<file path="config.mk">
export PLATFORM = sky130hd
export DESIGN_NAME = trap_ctrl
export DESIGN_NICKNAME = d
export VERILOG_FILES = /design/src/rtl/trap_ctrl_pkg.sv /design/src/rtl/trap_ctrl.sv
export SDC_FILE = /design/constraint.sdc
export NUM_CORES = 1
export LEC_CHECK = 0
export BUFFER_PORTS_ARGS = -buffer_cell sky130_fd_sc_hd__buf_2
export CAP_MARGIN = 5
export CORE_MARGIN = 2
export CORE_UTILIZATION = 45
export DETAILED_ROUTE_END_ITERATION = 12
export PLACE_DENSITY = 0.81
export SLEW_MARGIN = 20
export SYNTH_ARGS = -nofsm -noshare
export SYNTH_HDL_FRONTEND = slang
export SYNTH_SLANG_ARGS = --single-unit
export TNS_END_PERCENT = 20
</file>
<file path="constraint.sdc">
create_clock -name clk -period 2.55 [get_ports clk]
set_clock_uncertainty 0.15 [all_clocks]
set_input_delay 0.51 -clock clk [delete_from_list [all_inputs] [get_ports clk]]
set_output_delay 0.51 -clock clk [all_outputs]
set_load 0.01 [all_outputs]
</file>
<file path="src/rtl/trap_ctrl_pkg.sv">
// rtl/trap_ctrl_pkg.sv - shared CSR, cause-code and FSM definitions for the trap controller
package trap_ctrl_pkg;

  localparam int MXLEN = 32;

  localparam logic [MXLEN-1:0] CAUSE_IRQ_EXT = 32'h8000000B;
  localparam logic [MXLEN-1:0] CAUSE_ILLEGAL = 32'd2;
  localparam logic [MXLEN-1:0] CAUSE_ECALL_M = 32'd11;

  localparam int MSTATUS_MIE    = 3;
  localparam int MSTATUS_MPIE   = 7;
  localparam int MSTATUS_MPP_LO = 11;
  localparam int MSTATUS_MPP_HI = 12;

  localparam logic [2:0] ST_IDLE    = 3'd0;
  localparam logic [2:0] ST_W_EPC   = 3'd1;
  localparam logic [2:0] ST_W_CAUSE = 3'd2;
  localparam logic [2:0] ST_W_TVAL  = 3'd3;
  localparam logic [2:0] ST_W_STAT  = 3'd4;
  localparam logic [2:0] ST_RESTORE = 3'd5;
  localparam logic [2:0] ST_REDIR   = 3'd6;

  // Trap entry: stash MIE into MPIE, disable interrupts, record M-mode as previous privilege.
  function automatic logic [MXLEN-1:0] trap_mstatus(input logic [MXLEN-1:0] s);
    logic [MXLEN-1:0] r;
    r = s;
    r[MSTATUS_MPIE] = s[MSTATUS_MIE];
    r[MSTATUS_MIE] = 1'b0;
    r[MSTATUS_MPP_HI:MSTATUS_MPP_LO] = 2'b11;
    return r;
  endfunction

  function automatic logic [MXLEN-1:0] mret_mstatus(input logic [MXLEN-1:0] s);
    logic [MXLEN-1:0] r;
    r = s;
    r[MSTATUS_MIE] = s[MSTATUS_MPIE];
    r[MSTATUS_MPIE] = 1'b1;
    r[MSTATUS_MPP_HI:MSTATUS_MPP_LO] = 2'b11;
    return r;
  endfunction

endpackage

</file>
<file path="src/rtl/trap_ctrl.sv">
// rtl/trap_ctrl.sv - machine-mode trap/mret sequencer writing one CSR per cycle
module trap_ctrl
  import trap_ctrl_pkg::*;
#(
  parameter logic [11:0] ADDR_MSTATUS = 12'h300,
  parameter logic [11:0] ADDR_MEPC    = 12'h341,
  parameter logic [11:0] ADDR_MCAUSE  = 12'h342,
  parameter logic [11:0] ADDR_MTVAL   = 12'h343
) (
  input  logic             clk,
  input  logic             rst,
  input  logic             instr_valid,
  input  logic [MXLEN-1:0] pc,
  input  logic [MXLEN-1:0] instr,
  input  logic             illegal_i,
  input  logic             ecall_m,
  input  logic             mret,
  input  logic             ext_irq,
  input  logic [MXLEN-1:0] mstatus_i,
  input  logic [MXLEN-1:0] mtvec_i,
  input  logic [MXLEN-1:0] mepc_i,
  input  logic             meie_i,
  output logic             stall,
  output logic             csr_we,
  output logic [11:0]      csr_waddr,
  output logic [MXLEN-1:0] csr_wdata,
  output logic             redirect,
  output logic [MXLEN-1:0] redirect_pc,
  output logic             busy
);

  logic [2:0]       state;
  logic [MXLEN-1:0] lat_pc;
  logic [MXLEN-1:0] lat_cause;
  logic [MXLEN-1:0] lat_tval;
  logic             lat_mret;

  logic             irq_req;
  logic             accept;
  logic             nxt_mret;
  logic [MXLEN-1:0] nxt_cause;
  logic [MXLEN-1:0] nxt_tval;
  logic [MXLEN-1:0] trap_base;
  logic [MXLEN-1:0] trap_target;

  assign irq_req = ext_irq & meie_i & mstatus_i[MSTATUS_MIE];
  assign accept  = !rst && (state == ST_IDLE) && instr_valid &&
                   (irq_req || illegal_i || mret || ecall_m);

  // Priority encoder: interrupt, then illegal, then mret (beats a co-decoded ecall).
  always_comb begin
    nxt_mret  = 1'b0;
    nxt_cause = '0;
    nxt_tval  = '0;
    if (irq_req) begin
      nxt_cause = CAUSE_IRQ_EXT;
    end else if (illegal_i) begin
      nxt_cause = CAUSE_ILLEGAL;
      nxt_tval  = instr;
    end else if (mret) begin
      nxt_mret  = 1'b1;
    end else begin
      nxt_cause = CAUSE_ECALL_M;
    end
  end

  always_ff @(posedge clk) begin
    if (rst) begin
      state     <= ST_IDLE;
      lat_pc    <= '0;
      lat_cause <= '0;
      lat_tval  <= '0;
      lat_mret  <= 1'b0;
    end else begin
      case (state)
        ST_IDLE: begin
          if (accept) begin
            lat_pc    <= pc;
            lat_cause <= nxt_cause;
            lat_tval  <= nxt_tval;
            lat_mret  <= nxt_mret;
            state     <= nxt_mret ? ST_RESTORE : ST_W_EPC;
          end
        end
        ST_W_EPC:   state <= ST_W_CAUSE;
        ST_W_CAUSE: state <= ST_W_TVAL;
        ST_W_TVAL:  state <= ST_W_STAT;
        ST_W_STAT:  state <= ST_REDIR;
        ST_RESTORE: state <= ST_REDIR;
        default:    state <= ST_IDLE;
      endcase
    end
  end

  // Vectored mode only offsets interrupts; exceptions always land on the base.
  assign trap_base   = {mtvec_i[MXLEN-1:2], 2'b00};
  assign trap_target = (mtvec_i[1:0] == 2'b01 && lat_cause[MXLEN-1]) ?
                       trap_base + MXLEN'(44) : trap_base;

  // Reset gates every output so an aborted sequence cannot leak a write or redirect.
  always_comb begin
    stall       = 1'b0;
    csr_we      = 1'b0;
    csr_waddr   = '0;
    csr_wdata   = '0;
    redirect    = 1'b0;
    redirect_pc = '0;
    busy        = 1'b0;
    if (!rst) begin
      busy  = (state != ST_IDLE);
      stall = busy || accept;
      case (state)
        ST_W_EPC: begin
          csr_we    = 1'b1;
          csr_waddr = ADDR_MEPC;
          csr_wdata = {lat_pc[MXLEN-1:2], 2'b00};
        end
        ST_W_CAUSE: begin
          csr_we    = 1'b1;
          csr_waddr = ADDR_MCAUSE;
          csr_wdata = lat_cause;
        end
        ST_W_TVAL: begin
          csr_we    = 1'b1;
          csr_waddr = ADDR_MTVAL;
          csr_wdata = lat_tval;
        end
        ST_W_STAT: begin
          csr_we    = 1'b1;
          csr_waddr = ADDR_MSTATUS;
          csr_wdata = trap_mstatus(mstatus_i);
        end
        ST_RESTORE: begin
          csr_we    = 1'b1;
          csr_waddr = ADDR_MSTATUS;
          csr_wdata = mret_mstatus(mstatus_i);
        end
        ST_REDIR: begin
          redirect    = 1'b1;
          redirect_pc = lat_mret ? mepc_i : trap_target;
        end
        default: ;
      endcase
    end
  end

endmodule

</file>
# Word level (Yosys, flattened, before mapping)
# Index checks and enable logic that the tools add are counted.
dict set report classes {
  n_addsub 1
  mul 0
  n_div 0
  magnitude_cmp 0
  n_eq_ne 8
  n_shift 0
  muxes 25
  bitwise 2
  reduce_logical 14
}
# operator count
set op_table {}
lappend op_table {{32-bit two-way mux} 8}
lappend op_table {{32-bit one-hot mux with 5 select lines} 1}
lappend op_table {{10-bit one-hot mux with 4 select lines} 1}
lappend op_table {{32-bit by 6-bit adder with 32-bit output, second input constant} 1}
lappend op_table {{3-bit one-hot mux with 5 select lines} 1}
lappend op_table {{10-bit two-way mux} 1}
lappend op_table {{3-bit == test, second input constant} 3}
lappend op_table {{1-bit two-way mux} 9}
lappend op_table {{4-bit two-way mux} 2}
lappend op_table {{3-bit by 2-bit == test with 1-bit output, second input constant} 2}
lappend op_table {{3-bit two-way mux} 2}
lappend op_table {{5-bit OR reduction} 1}
lappend op_table {{1-bit logical AND} 4}
lappend op_table {{1-bit logical OR} 4}
lappend op_table {{3-bit by 1-bit == test with 1-bit output, second input constant} 1}
lappend op_table {{3-bit zero test} 1}
lappend op_table {{3-bit nonzero test} 1}
lappend op_table {{1-bit AND} 2}
lappend op_table {{2-bit by 1-bit == test with 1-bit output, second input constant} 1}
lappend op_table {{2-bit inequality test, second input constant} 1}
lappend op_table {{2-bit AND reduction} 1}
lappend op_table {{2-bit OR reduction} 1}
lappend op_table {{1-bit zero test} 1}
dict set report totals {
  reg_bits 100
  latch_bits 0
  mem_bits_rw 0
  romBits 0
  inputBits 168
  output_inout_bits 80
  elab_cells 55
  n_memories 0
}

# Logic depth before layout (Yosys ltp)
dict set report depth {
  depth_word 8
  ltp_mapped 8
  depth_no_buf 7
}

# Least setup slack after synthesis
# OpenSTA, ideal clock, no wires.
dict set report synth_path {
  path_kind {input to output}
  from {input rst}
  to {output csr_waddr[9]}
  arrival_ns 1.779
  required_ns 1.890
  path_slack_ns 0.111
  stages 6
  n_path_buf 4
  cell_sequence {clkbuf_1 -> or3b_2 -> clkbuf_1 -> clkbuf_1 -> inv_1 -> buf_4}
}
dict set report synth_between {
  elab_chain_cells 1
}
# element line_no
set synth_rtl {}
lappend synth_rtl {{start: declaration} trap_ctrl.sv:11} ;# input logic rst,
lappend synth_rtl {{10-bit two-way mux} trap_ctrl.sv:109} ;# if (!rst) begin
lappend synth_rtl {{end: declaration} trap_ctrl.sv:25} ;# output logic [11:0] csr_waddr,
# Every way passes these cells.

# Worst setup path after layout
dict set report layout_path {
  from {input mtvec_i[19]}
  to {output redirect_pc[25]}
}
dict set report layout_between {
  elab_chain_cells 5
}
# element line_no
set layout_rtl {}
lappend layout_rtl {{start: declaration} trap_ctrl.sv:20} ;# input logic [MXLEN-1:0] mtvec_i,
lappend layout_rtl {{32-bit by 6-bit adder with 32-bit output} trap_ctrl.sv:98} ;# trap_base + MXLEN'(44) : trap_base;
lappend layout_rtl {{32-bit two-way mux} trap_ctrl.sv:97} ;# assign trap_target = (mtvec_i[1:0] == 2'b01 && lat_cause[MXLEN-1]) ?
lappend layout_rtl {{32-bit two-way mux} trap_ctrl.sv:140} ;# redirect_pc = lat_mret ? mepc_i : trap_target;
lappend layout_rtl {{32-bit two-way mux} trap_ctrl.sv:112} ;# case (state)
lappend layout_rtl {{32-bit two-way mux} trap_ctrl.sv:109}
lappend layout_rtl {{end: declaration} trap_ctrl.sv:28} ;# output logic [MXLEN-1:0] redirect_pc,
# Every way passes these cells.

==> results.py <==
metrics = {
    "run_status": {
        "status": "finished, violations left",
        "violations": "setup timing",
    },
    "timing": {
        "period_needed_ps": 2790,
        "slew_violations": 0,
        "timing.final.ws_setup_ps": -240.4,
        "setup_violations": 12,
        "hold_violations": 0,
        "rsz0062_at_grt": "true",
        "fin_crit_sh_pct": 109.4,
        "whs_ps": 233.3,
        "fin_setup_tns_ps": -669.3,
        "fmax_mhz": 358.4,
    },
    "cts": {
        "numCtsBuffers": 9,
        "htreeDepth": 3,
        "cts.sinks": 69,
        "clk_latency_ps": 350,
        "clockBufferDepth": 2,
        "cts_tree": "built",
        "cts_hold_buf": 0,
        "clkSlewWorstSetupHoldPaths_ps": 80,
        "clock-root-buffer": "clkbuf_8",
    },
    "global_route": {
        "grt_pass1_wl_microns": 22560,
        "antenna_found_initial": 0,
        "grt_use_total_pct": 27.06,
        "first_global_vias": 4858,
        "grt-ovfl-total": 0,
        "grt_max_degree": 43,
    },
    "placement": {
        "gp_congestion": 0.9031,
        "dpl_cell_area_sq_um": 6071,
        "dp_slack_ps": -210.2,
        "dpl.hpwl_microns": 11090,
        "io_buffers": 236,
    },
    "logic_synthesis": {
        "synth_seq_area_share_pct": 31.12,
        "async_flop_share_pct": 0,
        "synth_cells": 627,
        "synth_seq_cells": 69,
        "avgSynthCellArea_sq_um": 7.078,
        "yosysUniqueCellTypes": 42,
        "synth_top_flop_cell": "dfxtp_1",
        "ys_warn_count": 0,
        "synth_edf_count": 0,
        "netlist_area_sq_um": 4438,
    },
    "hold_path": {
        "hold_depth": 3,
        "hold_class": "in2reg",
    },
    "layout": {
        "final_util_pct": 69.03,
        "layout-drive-gt1-share_pct": 44.06,
        "area.growth.synth_to_final_pct": 50.63,
        "final_area_sq_um": 6685,
        "diodes": 0,
        "layout.nets": 1056,
    },
    "floorplanning": {
        "start_util_pct": 45.83,
        "die_area_sq_um": 10670,
        "core_sq_um": 9684,
        "fp-row-count": 36,
        "io_pins": 248,
        "die_h_microns": 103.3,
        "die_w_microns": 103.3,
    },
    "drt": {
        "antenna_left": 0,
        "totalWireLength_microns": 15560,
        "drc": 0,
        "drtIter0Drc": 297,
        "drt-wirelength-per-cell_microns": 15.18,
        "route.vias.total": 5406,
        "drtPass1Iterations": 4,
        "vias_per_cell": 5.274,
    },
    "pwr": {
        "powerDensity_nw_per_um2": 489.9,
        "ir_drop_v": 0.0005659,
        "p_leak_nw": 2.989,
    },
    "setup_path": {
        "worstPathRequired_ps": 1890,
        "cp_max_fo": 6,
        "crit_path_end_kind": "primary output",
        "startpoint_type": "input port",
        "worstPathArrival_ps": 2130,
        "crit_type": "in2out",
        "reg2reg_depth": 8,
    },
    "flow_run": {
        "maxCapViolCount": 0,
    },
}
==> registers in the layout, indices dropped and copies added, names as in the netlist <==
register   flops
lat_cause      3
lat_mret       1
lat_pc        30
lat_tval      32
state          3
==> worst max-delay path: stages <==
cell	delay (ps)
buf_4	120
nand4_4	130
or3_4	480
nor4_2	260
xnor2_1	100
o21ai_1	320
buf_2	200
==> cell type report <==
| class | instances | area [sq um] |
|---|---|---|
| multi-input cells | 489 | 2963 |
| flip-flops and latches | 69 | 1391 |
| clock inverters | 5 | 81.33 |
| clock buffers | 11 | 151.4 |
| fillers | 820 | 2999 |
| repair buffers | 305 | 1878 |
| inverters | 13 | 53.80 |
| well taps | 133 | 166.4 |
==> metal layers <==
layer	up-vias	wire, microns	GRT usage (%)	part of all wire [%]
met1	2451	5918	29.55	38
met3	45	1334	6.452	8.6
met5	-	0	0	0
met4	0	581	11.64	3.7
met2	242	7727	49.80	50
li1	2668	-	-	-
==> cells in the final DEF (no fill, tap or decap), types with 3 or more instances in the layout <==
master and n:
and2_1 3, inv_1 10, mux2_2 27, nor4_2 5, mux2i_1 4, conb_1 7
nand4_1 5, xnor2_1 17, buf_12 7, nand3_1 40, nand2_1 110, a21oi_1 91
o21ai_1 3, xor2_1 10, nor3_1 8, o21ai_0 27, buf_2 228, dfxtp_1 65
nor2b_2 3, clkbuf_8 11, and3_1 6, buf_6 15, nor2_1 48, a22oi_1 30
buf_4 53, nor4_4 4
==> cell usage after synthesis, drive strengths merged, types with 2 or more instances <==
| cell type | number | area (sq um) |
|---|---|---|
| and2 | 4 | 25.02 |
| a22oi | 30 | 225.2 |
| nand2 | 112 | 420.4 |
| buf | 31 | 176.4 |
| nand3 | 40 | 200.2 |
| o21ai | 32 | 160.1 |
| xnor2 | 19 | 166.4 |
| nor2b | 7 | 43.79 |
| nand4 | 6 | 43.79 |
| nor3b | 2 | 15.01 |
| a211oi | 2 | 15.01 |
| dfxtp | 69 | 1381 |
| mux2i | 4 | 40.04 |
| or3 | 2 | 12.51 |
| inv | 13 | 48.79 |
| nor2 | 50 | 187.7 |
| mux2 | 27 | 304.0 |
| o2111ai | 2 | 17.52 |
| nor3 | 9 | 50.05 |
| clkbuf | 31 | 116.4 |
| nor4 | 9 | 56.30 |
| o21a | 4 | 30.03 |
| xor2 | 10 | 87.58 |
| and3 | 8 | 50.05 |
| a21oi | 91 | 455.4 |
| and3b | 3 | 26.28 |
==> stage by stage <==
| stage | power, mW | instances |
|---|---|---|
| 2_1_floorplan | 1.752 | 633 |
| 3_3_place_gp | 2.170 | 1004 |
| 3_5_place_dp | 2.181 | 1004 |
| 4_1_cts | 3.256 | 1023 |
| 5_1_grt | 3.451 | 1025 |
| 6_report | 3.275 | 1025 |
==> cells by family (layout without fill, tap and decap cells) <==
| family | after synthesis | in the layout | synth area share (%) |
|---|---|---|---|
| flops | 69 | 69 | 31.12 |
| simple gates | 257 | 257 | 26.44 |
| fa+ha+maj | 1 | 1 | 0.2819 |
| other cells | 1 | 7 | 0.08450 |
| xor+xnor | 29 | 29 | 5.723 |
| buf+inv | 75 | 334 | 7.696 |
| compound gates | 164 | 164 | 20.89 |
| mux | 31 | 31 | 7.753 |
==> report_power, final <==
group	switching [mW]	internal [mW]
clock	0.429	0.606
sequential	0.0388	1.15
combinational	0.574	0.482
==> repair_timing <==
action,4_1_cts,5_1_grt
endpoints found under the hold margin,0,0
cloned,0,0
setup endpoints to repair,51,61
pin swaps,14,18
buffers inserted,3,3
gates resized for setup,38,42
==> worst paths after layout <==
path,from,endpoint,slack [ps]
hold reg to reg,lat_tval[30],lat_tval[30],300
hold / removal,pc[8],lat_pc[8],230
setup reg to reg,state[1],lat_tval[9],390
setup / recovery,mtvec_i[19],redirect_pc[25],-240
Power figures use the tool's default switching activity.
